==> src/rtl/dtree_feature_loader.sv <==
// Byte-stream loader, settle timer and result capture for the
// printed decision tree. Ports: clk, rst_n (sync, active-low);
// byte input in_data/in_valid/in_ready; feature bus feat to the
// tree; class input cls_in; result output res_class/res_valid/
// res_ready; busy status. Optional res_tag sequence number under
// DTREE_LOADER_TAG_EN.
module dtree_feature_loader #(
  parameter int NFEAT  = 9,
  parameter int W      = 8,
  parameter int CW     = 2,
  parameter int SETTLE = 2
) (
  input  logic               clk,
  input  logic               rst_n,
  input  logic [W-1:0]       in_data,
  input  logic               in_valid,
  output logic               in_ready,
  output logic [NFEAT*W-1:0] feat,
  input  logic [CW-1:0]      cls_in,
  output logic [CW-1:0]      res_class,
  output logic               res_valid,
  input  logic               res_ready,
`ifdef DTREE_LOADER_TAG_EN
  output logic [7:0]         res_tag,
`endif
  output logic               busy
);

  localparam int IW =
    (NFEAT > 1) ? $clog2(NFEAT) : 1;
  localparam logic [IW-1:0] LAST =
    IW'(NFEAT - 1);
  localparam logic [3:0] CNT_INIT =
    4'(SETTLE - 1);

  typedef enum logic [1:0] {
    ST_LOAD,
    ST_SETTLE,
    ST_OUT
  } state_e;

  state_e               state_q, state_d;
  logic [IW-1:0]        idx_q, idx_d;
  logic [3:0]           cnt_q, cnt_d;
  logic [NFEAT*W-1:0]   feat_q, feat_d;
  logic [CW-1:0]        cls_q, cls_d;
  logic                 in_acc;

`ifdef DTREE_LOADER_TAG_EN
  logic [7:0]           tag_q, tag_d;
  logic [7:0]           rtag_q, rtag_d;
`endif

  // Ready is masked during reset so nothing is
  // accepted before the state is defined.
  assign in_ready  = rst_n &&
                     (state_q == ST_LOAD);
  assign in_acc    = in_valid && in_ready;
  assign res_valid = (state_q == ST_OUT);
  assign busy      = (state_q != ST_LOAD) ||
                     (idx_q != '0);
  assign feat      = feat_q;
  assign res_class = cls_q;
`ifdef DTREE_LOADER_TAG_EN
  assign res_tag   = rtag_q;
`endif

  always_comb begin
    state_d = state_q;
    idx_d   = idx_q;
    cnt_d   = cnt_q;
    feat_d  = feat_q;
    cls_d   = cls_q;
`ifdef DTREE_LOADER_TAG_EN
    tag_d   = tag_q;
    rtag_d  = rtag_q;
`endif
    unique case (state_q)
      ST_LOAD: begin
        if (in_acc) begin
          feat_d[int'(idx_q)*W +: W] = in_data;
          if (idx_q == LAST) begin
            idx_d   = '0;
            cnt_d   = CNT_INIT;
            state_d = ST_SETTLE;
          end else begin
            idx_d = idx_q + 1'b1;
          end
        end
      end
      ST_SETTLE: begin
        if (cnt_q == 4'd0) begin
          cls_d   = cls_in;
`ifdef DTREE_LOADER_TAG_EN
          rtag_d  = tag_q;
`endif
          state_d = ST_OUT;
        end else begin
          cnt_d = cnt_q - 4'd1;
        end
      end
      ST_OUT: begin
        if (res_ready) begin
          state_d = ST_LOAD;
`ifdef DTREE_LOADER_TAG_EN
          tag_d   = tag_q + 8'd1;
`endif
        end
      end
      default: state_d = ST_LOAD;
    endcase
  end

  always_ff @(posedge clk) begin
    if (!rst_n) begin
      state_q <= ST_LOAD;
      idx_q   <= '0;
      cnt_q   <= 4'd0;
      feat_q  <= '0;
      cls_q   <= '0;
`ifdef DTREE_LOADER_TAG_EN
      tag_q   <= 8'd0;
      rtag_q  <= 8'd0;
`endif
    end else begin
      state_q <= state_d;
      idx_q   <= idx_d;
      cnt_q   <= cnt_d;
      feat_q  <= feat_d;
      cls_q   <= cls_d;
`ifdef DTREE_LOADER_TAG_EN
      tag_q   <= tag_d;
      rtag_q  <= rtag_d;
`endif
    end
  end

endmodule

==> config.mk <==
export PLATFORM = sky130hd
export DESIGN_NAME = dtree_feature_loader
export DESIGN_NICKNAME = d
export VERILOG_FILES = /design/src/rtl/dtree_feature_loader.sv
export SDC_FILE = /design/constraint.sdc
export NUM_CORES = 1
export LEC_CHECK = 0
export CORE_MARGIN = 2
export CORE_UTILIZATION = 50
export CTS_BUF_LIST = sky130_fd_sc_hd__clkbuf_2 sky130_fd_sc_hd__clkbuf_4 sky130_fd_sc_hd__clkbuf_8
export DETAILED_ROUTE_END_ITERATION = 8
export PLACE_DENSITY = 0.8
export SYNTH_ARGS = -nofsm -noshare
export SYNTH_HDL_FRONTEND = slang
export SYNTH_SLANG_ARGS = --single-unit
export TNS_END_PERCENT = 20
==> constraint.sdc <==
create_clock -name clk -period 2.2 [get_ports clk]
set_clock_uncertainty 0.05 [all_clocks]
set_input_delay 0.66 -clock clk [delete_from_list [all_inputs] [get_ports clk]]
set_output_delay 0.66 -clock clk [all_outputs]
set_load 0.005 [all_outputs]
==> metrics.cfg, run 1 <==
[outcome]
status=finished, final reports clean

[worst_setup_path]
r2r_slack_ns=0.17
critical_path_required_ns=1.49
cp-end-kind=primary output
crit_type=flip-flop to primary output
cp-start-kind=flip-flop
worst-path-buf-inv=1
crit_family=buffers and inverters
critPathMaxStageDelay_ns=0.52
crit_chain=nor2b_1 -> clkdlybuf4s50_1
arrival_ns=1.44
critPathSlowestCell=clkdlybuf4s50_1
cp_max_fo=5

[synthesis]
synthFlopType=dfxtp_1
avgSynthCellArea_um2=9.49
synth_cell_type_count=43
async_flop_share=0
synth_area_um2=3530
synth_edf_count=0
yosysWarnings=0
synthTopCellsByArea=dfxtp_1 48%, mux2i_1 9.6%, nand3_1 9.1%
synth_nets=394
synth_cells=372
synth_top_area_cell=dfxtp_1
synth-seq-cells=84
yosysTopAreaCellShare=0.476
synth_sequential_area_ratio=0.476

[grt]
grt_use_total=0.233
grt_max_degree=108
grt_pass1_vias=2914
grt.overflow.total=0
grt_pass1_wl_um=13900
antenna_found_initial=0

[place]
port_buffers=90
hpwl_um=6390
gp_congestion=0.862
dp.cells=564
dp_slack_ns=-0.146

[pwr]
vdd_drop_max_uv=413
power_frac_comb=0.080
pwr-share-seq=0.517
p_clk_frac=0.403
power_leakage_nw=2.03
sw_frac_of_total=0.221
power_w=0.00296
p_per_area_nw_per_um2=607
internal_power_w=0.00231
p_switching_w=0.000654

[drt]
drtAntennaViolNets=0
drcViolationCount=0
drt-vias-per-instance=5.23
drt-total-wl_um=8840
drt_iter0_markers=159
wl_per_cell_um=15.3
route.vias.total=3026
dr.pass1.iters=4

[finish]
layout.cells.non_filler=579
antenna_cells=0
final_util=0.715
finalNetCount=501
syn2layout_area_growth_pct=38.4
nFillCells=533
drive_above_1_share=0.128

[sta]
max_freq_mhz=465
rsz0062_at_grt=true
finalCritPeriodShare=0.976
final_hold_viol_count=0
slew-limit-headroom=0.591
finalCriticalPeriod_ns=2.15
worstMarginPinSlew_ns=0.611
setup_viol=0
setup_slack_ns=0.0517
finalMaxSlewViolations=0

[clock_tree]
cts_num_sinks=84
postCtsSetupRepairBufs=0
insertion_delay_ns=0.35
clkTransAtPathRegs_ns=0.08
tritoncts=done
cts_hold_buf=0
h-tree-depth=3
clock_path_buffers=2
cts_root_buf=clkbuf_8
cts_buffers=9
postCtsResizedCells=3

[floorplan]
row_count=30
dieArea_um2=7750
fp.coreArea_um2=6830
initial_core_util=0.517
die_w_um=88.0
ioPinCount=91
dieHeight_um=88.0

[worst_hold_path]
hold_path_class=flip-flop to flip-flop

[run]
cap_violations=0

logic make-up after synthesis:
family,share of synthesized area
simple gates,0.240
xor+xnor,0.0121
compound gates,0.103
mux,0.101
flops,0.476
fa+ha+maj,0.0283
buf+inv,0.0400
routing by layer:
metal | vias up | global-route usage | routed length [µm]
met5 | - | 0 | 0
met4 | 0 | 0.0978 | 125
met3 | 9 | 0.0311 | 354
met2 | 83 | 0.390 | 4430
met1 | 1415 | 0.304 | 3930
li1 | 1519 | - | -
power by group through the flow:
stage | Sequential (W) | Combinational [W] | Clock, W
detailed placement | 0.00157 | 0.000235 | 0
finish | 0.00153 | 0.000236 | 0.00120
global route | 0.00153 | 0.000256 | 0.00128
global placement | 0.00157 | 0.000231 | 0
floorplan | 0.00157 | 0.000118 | 0
CTS | 0.00153 | 0.000235 | 0.00121
path summary, 6_finish.rpt:
path | cells after the start | start | to
setup reg to reg | 7 | idx_q[0] | feat[7]
setup / recovery | 2 | state_q[1] | res_valid
hold reg to reg | 2 | feat[33] | feat[33]
hold / removal | 2 | feat[33] | feat[33]
worst min-delay path: cells and delay by family (launching register included):
| family | cells | cell delay, ns |
|---|---|---|
| mux | 1 | 0.05 |
| simple gates | 1 | 0.05 |
| flops | 1 | 0.31 |
stage by stage:
stage | setup TNS [ns] | hold WS [ns] | instance area (µm²)
3_5_place_dp | -3.58 | 0.402 | 4650
2_1_floorplan | 0 | 0.405 | 3530
5_1_grt | -0.00528 | 0.440 | 4890
6_report | 0 | 0.410 | 4890
3_3_place_gp | -1.87 | 0.396 | 4650
4_1_cts | -0.0264 | 0.413 | 4870
placed cells by master, fill, tap and decap left out, types with 2 or more instances in the layout:
| cell | count |
|---|---|
| o31ai_1 | 16 |
| nand3_1 | 64 |
| buf_4 | 27 |
| mux2i_1 | 34 |
| nand4_1 | 3 |
| clkbuf_8 | 10 |
| nand2_2 | 2 |
| ha_1 | 8 |
| nor2b_1 | 4 |
| nor3b_4 | 2 |
| a21boi_0 | 13 |
| dfxtp_1 | 82 |
| nor3_1 | 3 |
| inv_1 | 6 |
| clkdlybuf4s50_1 | 87 |
| o21ai_0 | 17 |
| nand2_1 | 60 |
| xor2_1 | 3 |
| bufinv_16 | 2 |
| and3_1 | 2 |
| dfxtp_2 | 2 |
| nor2_1 | 8 |
Yosys cell counts, types with 4 or more instances:
library cell / count
ha_1: 8
a21boi_0: 13
nor2b_1: 4
buf_2: 5
inv_1: 6
mux2i_1: 34
nand3_1: 64
dfxtp_1: 84
nand2_1: 60
clkbuf_1: 10
o31ai_1: 16
o21ai_0: 17
nor2_1: 8
cell type report:
class,instances,area (µm²),share of cell area
Clock buffer,11,145,0.0297
Tap cell,96,120,0.0246
Timing Repair Buffer,118,1120,0.229
Sequential cell,84,1680,0.345
Inverter,6,22.5,0.00461
Clock inverter,4,73.8,0.0151
Multi-Input combinational cell,260,1720,0.352
registers in the layout (all words and copies together), names as in the netlist:
register,cells
feat,72
res_class,2
cnt_q,4
state_q,2
idx_q,4
(Power assumes the default switching activity.)
==> run 2: changes to the inputs <==
--- a/config.mk
+++ b/config.mk
@@ -5,7 +5,6 @@
 export SDC_FILE = /design/constraint.sdc
 export NUM_CORES = 1
 export LEC_CHECK = 0
-export CORE_MARGIN = 2
 export CORE_UTILIZATION = 50
 export CTS_BUF_LIST = sky130_fd_sc_hd__clkbuf_2 sky130_fd_sc_hd__clkbuf_4 sky130_fd_sc_hd__clkbuf_8
 export DETAILED_ROUTE_END_ITERATION = 8
==> metrics.cfg, run 2 (synthesis gave the netlist of run 1 again) <==
[drt]
drtAntennaViolNets=0
drcViolationCount=0
dr.pass1.iters=4
wl_per_cell_um=15.0
drt-vias-per-instance=5.31
drt-total-wl_um=8750
drt_iter0_markers=184
route.vias.total=3088

[finish]
syn2layout_area_growth_pct=39.3
final_util=0.724
final_cell_mix=88 x clkdlybuf4s50_1, 81 x dfxtp_1, 64 x nand3_1
drive_above_1_share=0.146
nFillCells=525
final_common_cell=clkdlybuf4s50_1
layout.cells.non_filler=582
largest_register_ff_count=72
finalNetCount=503
antenna_cells=0

[floorplan]
dieHeight_um=86.0
row_count=30
initial_core_util=0.520
die_w_um=86.0
fp.coreArea_um2=6790
dieArea_um2=7400
ioPinCount=91

[sta]
setup_slack_ns=0.0298
worstMarginPinSlew_ns=0.638
finalSetupTns_ns=0
rsz0062_at_grt=true
finalMaxSlewViolations=0
finalCriticalPeriod_ns=2.17
finalCritPeriodShare=0.986
setup_viol=0
slew-limit-headroom=0.573
final_hold_viol_count=0
max_freq_mhz=461

[pwr]
vdd_drop_max_uv=455
p_switching_w=0.000692
power_leakage_nw=2.03
power_w=0.00302
pwr-share-seq=0.508
sw_frac_of_total=0.229
internal_power_w=0.00232
p_per_area_nw_per_um2=613
p_clk_frac=0.412
power_frac_comb=0.080

[worst_setup_path]
crit_family=buffers and inverters
cp_max_fo=2
arrival_ns=1.46
r2r_cells=7
crit_type=flip-flop to primary output
cp-end-kind=primary output
critPathMaxStageDelay_ns=0.33
critical_path_depth=5
worst-path-buf-inv=2
critPathSlowestCell=dfxtp_2
critical_path_required_ns=1.49
crit_chain=inv_1 -> ha_2 -> nor3b_4 -> nand2_1 -> dlygate4sd2_1
cp-start-kind=flip-flop

[grt]
grt_use_total=0.243
grt_pass1_wl_um=14000
grt.overflow.total=0
grt_max_degree=108
antenna_found_initial=0
grt_pass1_vias=2942

[clock_tree]
clkTransAtPathRegs_ns=0.08
cts_num_sinks=84
h-tree-depth=3
insertion_delay_ns=0.35
tritoncts=done
cts_buffers=9
cts_root_buf=clkbuf_8
clock_path_buffers=2

[worst_hold_path]
whs_path_depth=2
hold_path_class=flip-flop to flip-flop

[run]
cap_violations=0

[place]
dp_slack_ns=-0.166
port_buffers=90
dp.cells=564
hpwl_um=6220
gp_congestion=0.879

[outcome]
status=finished, final reports clean

==> run 2: power groups by stage <==
stage | clock [W] | combinational, W | sequential [W]
detailed placement | 0 | 0.000234 | 0.00157
CTS | 0.00126 | 0.000237 | 0.00153
global route | 0.00133 | 0.000259 | 0.00153
finish | 0.00124 | 0.000243 | 0.00153
floorplan | 0 | 0.000118 | 0.00157
global placement | 0 | 0.000230 | 0.00157
==> run 2: cell type report <==
class	instances	area [µm²]	share of cell area
inverters	6	22.5	0.00458
multi-input cells	260	1730	0.351
repair buffers	120	1130	0.230
clock buffers	11	145	0.0295
clock inverters	5	85.1	0.0173
flip-flops and latches	84	1690	0.343
well taps	96	120	0.0244
==> run 2: worst paths after layout <==
kind,start,to,slack [ns]
worst max register to register,idx_q[0],feat[4],0.20
worst max-delay path,idx_q[1],busy,0.03
worst min-delay path,feat[32],feat[32],0.41
worst min register to register,feat[32],feat[32],0.41
==> run 2: per-stage QoR <==
stage / area (µm²) / hold slack (ns)
floorplan: 3530 / 0.405
global placement: 4650 / 0.395
detailed placement: 4650 / 0.402
CTS: 4900 / 0.415
global route: 4920 / 0.427
finish: 4920 / 0.415
==> run 2: tightest hold or removal path: stages, from the launching register on <==
cell and delay (ns):
dfxtp_1 0.31, nand2_1 0.05, mux2i_1 0.06
==> run 2: what timing repair did <==
item	4_1_cts	5_1_grt
setup buffers	1	1
hold buffers	0	0
resized for setup	6	5
endpoints found under the setup margin	2	11
==> run 2: metal layers <==
metal	wire length, µm	part of all wire	vias up	GRT usage
met1	3940	0.45	1456	0.316
met2	4270	0.49	92	0.407
met5	0	0	-	0
met3	405	0.046	14	0.0375
li1	-	-	1526	-
met4	143	0.016	0	0.0909
